==> src/rtl/accel_pkg.sv <==
// Shared types and constants for the sign-magnitude accelerator datapath.
// Latency: n/a (declarations only).
// Backpressure: n/a.
package accel_pkg;

    // Magnitude width used by the neuron update datapath.
    localparam int SM_NUMWIDTH = 16;

    // A sign-magnitude number: bit SM_SIGN_BIT is the sign (1 = negative).
    localparam int SM_SIGN_BIT = SM_NUMWIDTH;
    typedef logic [SM_NUMWIDTH:0] sm_num_t;

    // Largest representable magnitude, used as the saturation value.
    localparam logic [SM_NUMWIDTH-1:0] SM_MAX_MAG = '1;

    // Output register occupancy.
    typedef enum logic {
        OUT_EMPTY = 1'b0,
        OUT_FULL  = 1'b1
    } out_state_t;

endpackage

==> src/rtl/just_add.sv <==
// Raw sign-magnitude adder: returns an unsaturated, unnormalized sum.
// Latency: combinational.
// Backpressure: none.
// Ports: a, b      - sign-magnitude operands (bit NW is the sign)
//        raw_mag   - NW+1 bit magnitude, bit NW is the carry of a same-sign add
//        raw_sign  - sign of the result (may be 1 for a zero magnitude)
module just_add #(
    parameter int NW = 16
) (
    input  logic [NW:0] a,
    input  logic [NW:0] b,
    output logic [NW:0] raw_mag,
    output logic        raw_sign
);

    logic [NW-1:0] am;
    logic [NW-1:0] bm;

    assign am = a[NW-1:0];
    assign bm = b[NW-1:0];

    always_comb begin
        raw_mag  = '0;
        raw_sign = 1'b0;
        if (a[NW] == b[NW]) begin
            raw_mag  = {1'b0, am} + {1'b0, bm};
            raw_sign = a[NW];
        end else if (am >= bm) begin
            // Larger magnitude wins the sign; equal magnitudes land here.
            raw_mag  = {1'b0, am - bm};
            raw_sign = a[NW];
        end else begin
            raw_mag  = {1'b0, bm - am};
            raw_sign = b[NW];
        end
    end

endmodule

==> src/rtl/sm_add_arbiter.sv <==
// Round-robin share of one saturating sign-magnitude adder among NREQ requesters.
// Latency: 1 cycle from req handshake to rsp_valid; throughput 1 result/cycle.
// Backpressure: single result register; a grant is issued only when it is empty or being drained.
// Ports: req_valid/req_ready/req_a/req_b - per-requester operand pairs (flattened, slice i = requester i)
//        rsp_valid/rsp_ready/rsp_id/rsp_sum/rsp_sat - registered, ID-tagged result
//        sat_clr/sat_cnt - debug count of saturating transfers (sticks at 0xFFFF)
module sm_add_arbiter
    import accel_pkg::*;
#(
    parameter int NUMWIDTH = SM_NUMWIDTH,
    parameter int NREQ     = 4,
    parameter int IDW      = 2
) (
    input  logic                         clk,
    input  logic                         rst_n,
    input  logic [NREQ-1:0]              req_valid,
    output logic [NREQ-1:0]              req_ready,
    input  logic [NREQ*(NUMWIDTH+1)-1:0] req_a,
    input  logic [NREQ*(NUMWIDTH+1)-1:0] req_b,
    output logic                         rsp_valid,
    input  logic                         rsp_ready,
    output logic [IDW-1:0]               rsp_id,
    output logic [NUMWIDTH:0]            rsp_sum,
    output logic                         rsp_sat,
    input  logic                         sat_clr,
    output logic [15:0]                  sat_cnt
);

    localparam int W = NUMWIDTH + 1;

    out_state_t    state, state_nxt;
    logic [IDW-1:0] rr_ptr;
    logic [IDW-1:0] grant;
    logic [IDW-1:0] idx;
    logic           grant_vld;
    logic           accept;
    logic           transfer;

    logic [NUMWIDTH:0]   op_a, op_b;
    logic [NUMWIDTH:0]   raw_mag;
    logic                raw_sign;
    logic                sat;
    logic [NUMWIDTH-1:0] res_mag;
    logic                res_sign;

    // Search downward so the last hit written is the first valid at or after rr_ptr.
    // NREQ is a power of two, so the IDW-bit add wraps modulo NREQ for free.
    always_comb begin
        grant_vld = 1'b0;
        grant     = '0;
        idx       = '0;
        for (int k = NREQ - 1; k >= 0; k--) begin
            idx = rr_ptr + IDW'(k);
            if (req_valid[idx]) begin
                grant_vld = 1'b1;
                grant     = idx;
            end
        end
    end

    always_comb begin
        state_nxt = state;
        accept    = (state == OUT_EMPTY) || rsp_ready;
        transfer  = accept && grant_vld;
        req_ready = '0;
        if (transfer) begin
            req_ready[grant] = 1'b1;
        end
        case (state)
            OUT_EMPTY: if (transfer) state_nxt = OUT_FULL;
            OUT_FULL:  if (!transfer && rsp_ready) state_nxt = OUT_EMPTY;
            default:   state_nxt = OUT_EMPTY;
        endcase
    end

    assign rsp_valid = (state == OUT_FULL);

    assign op_a = req_a[int'(grant) * W +: W];
    assign op_b = req_b[int'(grant) * W +: W];

    just_add #(.NW(NUMWIDTH)) u_add (
        .a        (op_a),
        .b        (op_b),
        .raw_mag  (raw_mag),
        .raw_sign (raw_sign)
    );

    // Only a same-sign add can set the top bit, so it is the overflow flag.
    // A zero result is forced positive so -0 never leaves the block.
    assign sat      = raw_mag[NUMWIDTH];
    assign res_mag  = sat ? '1 : raw_mag[NUMWIDTH-1:0];
    assign res_sign = (res_mag == '0) ? 1'b0 : raw_sign;

    always_ff @(posedge clk or negedge rst_n) begin
        if (!rst_n) begin
            state <= OUT_EMPTY;
        end else begin
            state <= state_nxt;
        end
    end

    always_ff @(posedge clk or negedge rst_n) begin
        if (!rst_n) begin
            rsp_id  <= '0;
            rsp_sum <= '0;
            rsp_sat <= 1'b0;
            rr_ptr  <= '0;
        end else if (transfer) begin
            rsp_id  <= grant;
            rsp_sum <= {res_sign, res_mag};
            rsp_sat <= sat;
            rr_ptr  <= grant + 1'b1;
        end
    end

    // A clear coinciding with a saturating transfer still records that event.
    always_ff @(posedge clk or negedge rst_n) begin
        if (!rst_n) begin
            sat_cnt <= '0;
        end else if (sat_clr) begin
            sat_cnt <= (transfer && sat) ? 16'd1 : 16'd0;
        end else if (transfer && sat && (sat_cnt != 16'hFFFF)) begin
            sat_cnt <= sat_cnt + 16'd1;
        end
    end

endmodule

==> config.mk <==
export PLATFORM = sky130hd
export DESIGN_NAME = sm_add_arbiter
export DESIGN_NICKNAME = d
export VERILOG_FILES = /design/src/rtl/accel_pkg.sv /design/src/rtl/just_add.sv /design/src/rtl/sm_add_arbiter.sv
export SDC_FILE = /design/constraint.sdc
export NUM_CORES = 1
export LEC_CHECK = 0
export CORE_ASPECT_RATIO = 0.75
export CORE_MARGIN = 3
export CORE_UTILIZATION = 43
export DETAILED_ROUTE_END_ITERATION = 12
export GPL_TIMING_DRIVEN = 0
export PLACE_DENSITY = 0.86
export SYNTH_ARGS = -nofsm -noshare
export SYNTH_HDL_FRONTEND = slang
export SYNTH_HIERARCHICAL = 1
export SYNTH_SLANG_ARGS = --single-unit
==> constraint.sdc <==
create_clock -name clk -period 4.75 [get_ports clk]
set_input_delay 0.475 -clock clk [delete_from_list [all_inputs] [get_ports clk]]
set_output_delay 0.475 -clock clk [all_outputs]
set_load 0.05 [all_outputs]
==> flow_metrics.py <==
metrics = {
    "run_status": {
        "status": "complete, but fails checks",
        "violations": "negative setup slack",
    },
    "timing": {
        "whs_ns": 0.300,
        "finClkSkew_ns": 0.00386,
        "setup_violations": 14,
        "timing.final.crit_share": 1.07,
        "grt_setup_unrepaired": "true",
        "slew_headroom": 0.329,
        "post-route-min-period_ns": 5.09,
        "layout_setup_ws_ns": -0.338,
        "slew_violations": 0,
        "fmaxAchievable_ghz": 0.197,
        "hold_violations": 0,
        "worstMarginPinSlew_ns": 0.999,
    },
    "yosys": {
        "synth_fp_nets": 866,
        "synth_area_um2": 5340,
        "synth_cell_types": 67,
        "ys_top_cells_by_area": "mux2i_1 (20%), dfrtp_1 (18%), ha_1 (12%)",
        "ys_ff_latch": 39,
        "yosysWarnings": 6,
        "avgSynthCellArea_um2": 8.01,
        "yosysSeqAreaShare": 0.183,
        "synthArstFlopShare": 1.00,
        "yosys.area.top_type": "mux2i_1",
        "postSynthCellCount": 667,
        "synth_edf_count": 0,
        "synth_ff_type": "dfrtp_1",
        "yosysTopAreaCellShare": 0.201,
    },
    "place": {
        "io_buffers": 183,
        "gp_congestion": 0.958,
        "post_dp_cell_area_um2": 7370,
        "place_hpwl_mm": 14.4,
        "dp_slack_ns": -1.49,
    },
    "floorplan": {
        "dieArea_um2": 13800,
        "ios": 185,
        "dieHeight_um": 103,
        "start_util": 0.450,
        "die_w_um": 135,
        "fp.coreArea_um2": 11900,
        "rows": 34,
    },
    "clocking": {
        "clock_sinks": 39,
        "htree_levels": 2,
        "clock_path_buffers": 2,
        "worstSkewPairLatency_ns": 0.28,
        "path_clk_slew_ns": 0.06,
        "ctsRootBufferMaster": "clkbuf_16",
        "cts_tree": "yes",
        "ctsHoldBuffers": 0,
        "cts_buffers": 5,
    },
    "critical_path": {
        "start_kind": "flip-flop",
        "reg2reg_from": "rr_ptr[1]$_DFFE_PN0P_",
        "r2r-end": "sat_cnt[12]$_DFFE_PN0P_",
        "cp.arrival_ns": 5.24,
        "reg2reg_depth": 22,
        "critPathKind": "reg -> reg",
        "crit_path_max_fanout": 7,
        "critPathRequiredTime_ns": 4.90,
        "end_kind": "flip-flop",
        "r2r_slack_ns": -0.34,
    },
    "power": {
        "irDropWorstVdd_mv": 0.358,
        "p_leak_nw": 3.79,
        "p_per_area_nw_per_um2": 664,
    },
    "final_layout": {
        "areaGrowthSynthToFinish_pct": 65.8,
        "drive_gt1_frac": 0.212,
        "diodes": 0,
        "post-route-util": 0.746,
        "final_nets": 1105,
        "finish.instance_area_um2": 8850,
    },
    "global_route": {
        "grt_overflow": 0,
        "grt_max_degree": 40,
        "antenna_found_initial": 0,
        "grt_pass1_vias": 5804,
        "grt_first_pass_wirelength_mm": 30.5,
        "grtUsageTotal": 0.275,
    },
    "route": {
        "dr.pass1.iters": 8,
        "ant_nets": 0,
        "vias_per_cell": 5.87,
        "wirelength_mm": 21.3,
        "vias": 6279,
        "drc": 0,
        "wl_per_cell_um": 20.0,
        "drt_iter0_drc": 673,
    },
    "flow_run": {
        "drv_cap": 0,
    },
    "worst_hold_path": {
        "min_path_type": "in -> async",
    },
}
==> power breakdown <==
part	total, W	internal, W	switching [W]	leakage (nW)
clock network	0.000396	0.000261	0.000135	0.0868
logic	0.00498	0.00212	0.00286	3.21
registers	0.000501	0.000433	0.0000676	0.493
total	0.00588	0.00282	0.00306	3.79
==> critical path: stages, from the launching register on <==
cell	delay, ns
dfrtp_2	0.44
buf_4	0.16
a2bb2oi_4	0.18
buf_8	0.16
buf_12	0.14
mux2i_4	0.18
mux2i_4	0.29
ha_4	0.19
inv_2	0.04
fa_2	0.38
o21bai_1	0.22
a21oi_2	0.14
nor3_4	0.28
o41ai_4	0.11
o31ai_2	0.28
a21oi_1	0.17
nor2_1	0.16
o21a_1	0.18
inv_1	0.05
or4b_4	0.61
nor4_4	0.33
xnor2_1	0.16
nor2_1	0.06
==> through the flow <==
step	setup TNS, ns	total power (W)	std cells
finish	-2.57	0.00588	1069
floorplan	0	0.00323	667
global route	-4.10	0.00616	1069
CTS	-0.192	0.00527	1057
detailed placement	-35.23	0.00422	1012
global placement	-33.50	0.00419	1012
==> cell usage in the layout (no fill, tap or decap), types with 6 or more instances in the layout <==
master and n:
a211oi_1 6, a21o_1 6, a21oi_1 36, and2_1 6, and3_1 10, buf_12 14
buf_2 6, buf_4 40, buf_6 14, clkbuf_1 10, clkdlybuf4s50_1 178, dfrtp_1 38
ha_1 46, inv_1 43, inv_2 7, mux2i_1 72, mux2i_2 17, mux2i_4 18
nand2_1 72, nand3_1 8, nand4_1 10, nor2_1 43, nor3_1 11, o21ai_0 26
o21ai_1 7, o21bai_1 7, xnor2_1 23
==> state kept, by name (all words and copies together), names as in the netlist <==
register	cells
sat_cnt	16
rsp_sat	1
rsp_valid	1
rsp_id	2
rsp_sum	17
rr_ptr	2
==> layout make-up <==
cell class / instances / area [um^2]
fill: 776 / 3020
timing repair buffer: 234 / 2330
clock inverter: 2 / 35.0
tap: 162 / 203
multi-input combinational: 536 / 4560
inverter: 53 / 216
buffer: 37 / 398
clock buffer: 6 / 139
sequential: 39 / 977
==> layer usage <==
metal  up-vias  part of all wire  global-route usage
met5         -                 0                   0
met4         0             0.046              0.0806
met3       111             0.091              0.0556
met2       420              0.46               0.451
met1      2897              0.40               0.373
li1       2851                 -                   -
==> timing repair <==
item                       in CTS  in global routing
pin swaps                      18                 29
buffers inserted               35                 13
setup endpoints to repair      34                 26
gates resized for setup       138                 69
cloned                          3                  0
==> cell usage after synthesis, types with 4 or more instances <==
cell type / count
and3_1: 10
ha_1: 52
nand3b_1: 4
a31oi_1: 6
o311ai_0: 4
nor2b_1: 5
nand3_1: 9
o21a_1: 4
buf_6: 4
o211ai_1: 5
o21ai_0: 30
a21o_1: 6
nand2_1: 74
nand4_1: 10
nor4_1: 6
and2_1: 6
clkbuf_1: 12
xnor2_1: 23
o21bai_1: 7
mux2i_1: 107
inv_1: 50
nor2_1: 44
nor3_1: 16
a211oi_1: 8
dfrtp_1: 39
a21oi_1: 41
o21ai_1: 5
buf_2: 20
==> logic make-up after synthesis <==
family / share of synthesized area
adders and majority gates: 0.133
DFF: 0.183
muxes: 0.203
xor gates and xnor gates: 0.0426
AOI/OAI and AO/OA: 0.175
and+or+nand+nor: 0.187
buffers and inverters: 0.0764
==> how the worst max path moves through the flow <==
stage          cells past startpoint  slack [ns]                 endpoint                   from
2_1_floorplan                     22        0.09  sat_cnt[14]$_DFFE_PN0P_           req_valid[2]
3_3_place_gp                      23       -1.41  sat_cnt[13]$_DFFE_PN0P_           req_valid[2]
3_5_place_dp                      23       -1.49  sat_cnt[15]$_DFFE_PN0P_           req_valid[2]
4_1_cts                           23       -0.06  sat_cnt[12]$_DFFE_PN0P_  rr_ptr[1]$_DFFE_PN0P_
5_1_grt                           23       -0.39  sat_cnt[12]$_DFFE_PN0P_  rr_ptr[1]$_DFFE_PN0P_
6_report                          22       -0.34  sat_cnt[12]$_DFFE_PN0P_  rr_ptr[1]$_DFFE_PN0P_
(Power assumes the default switching activity.)
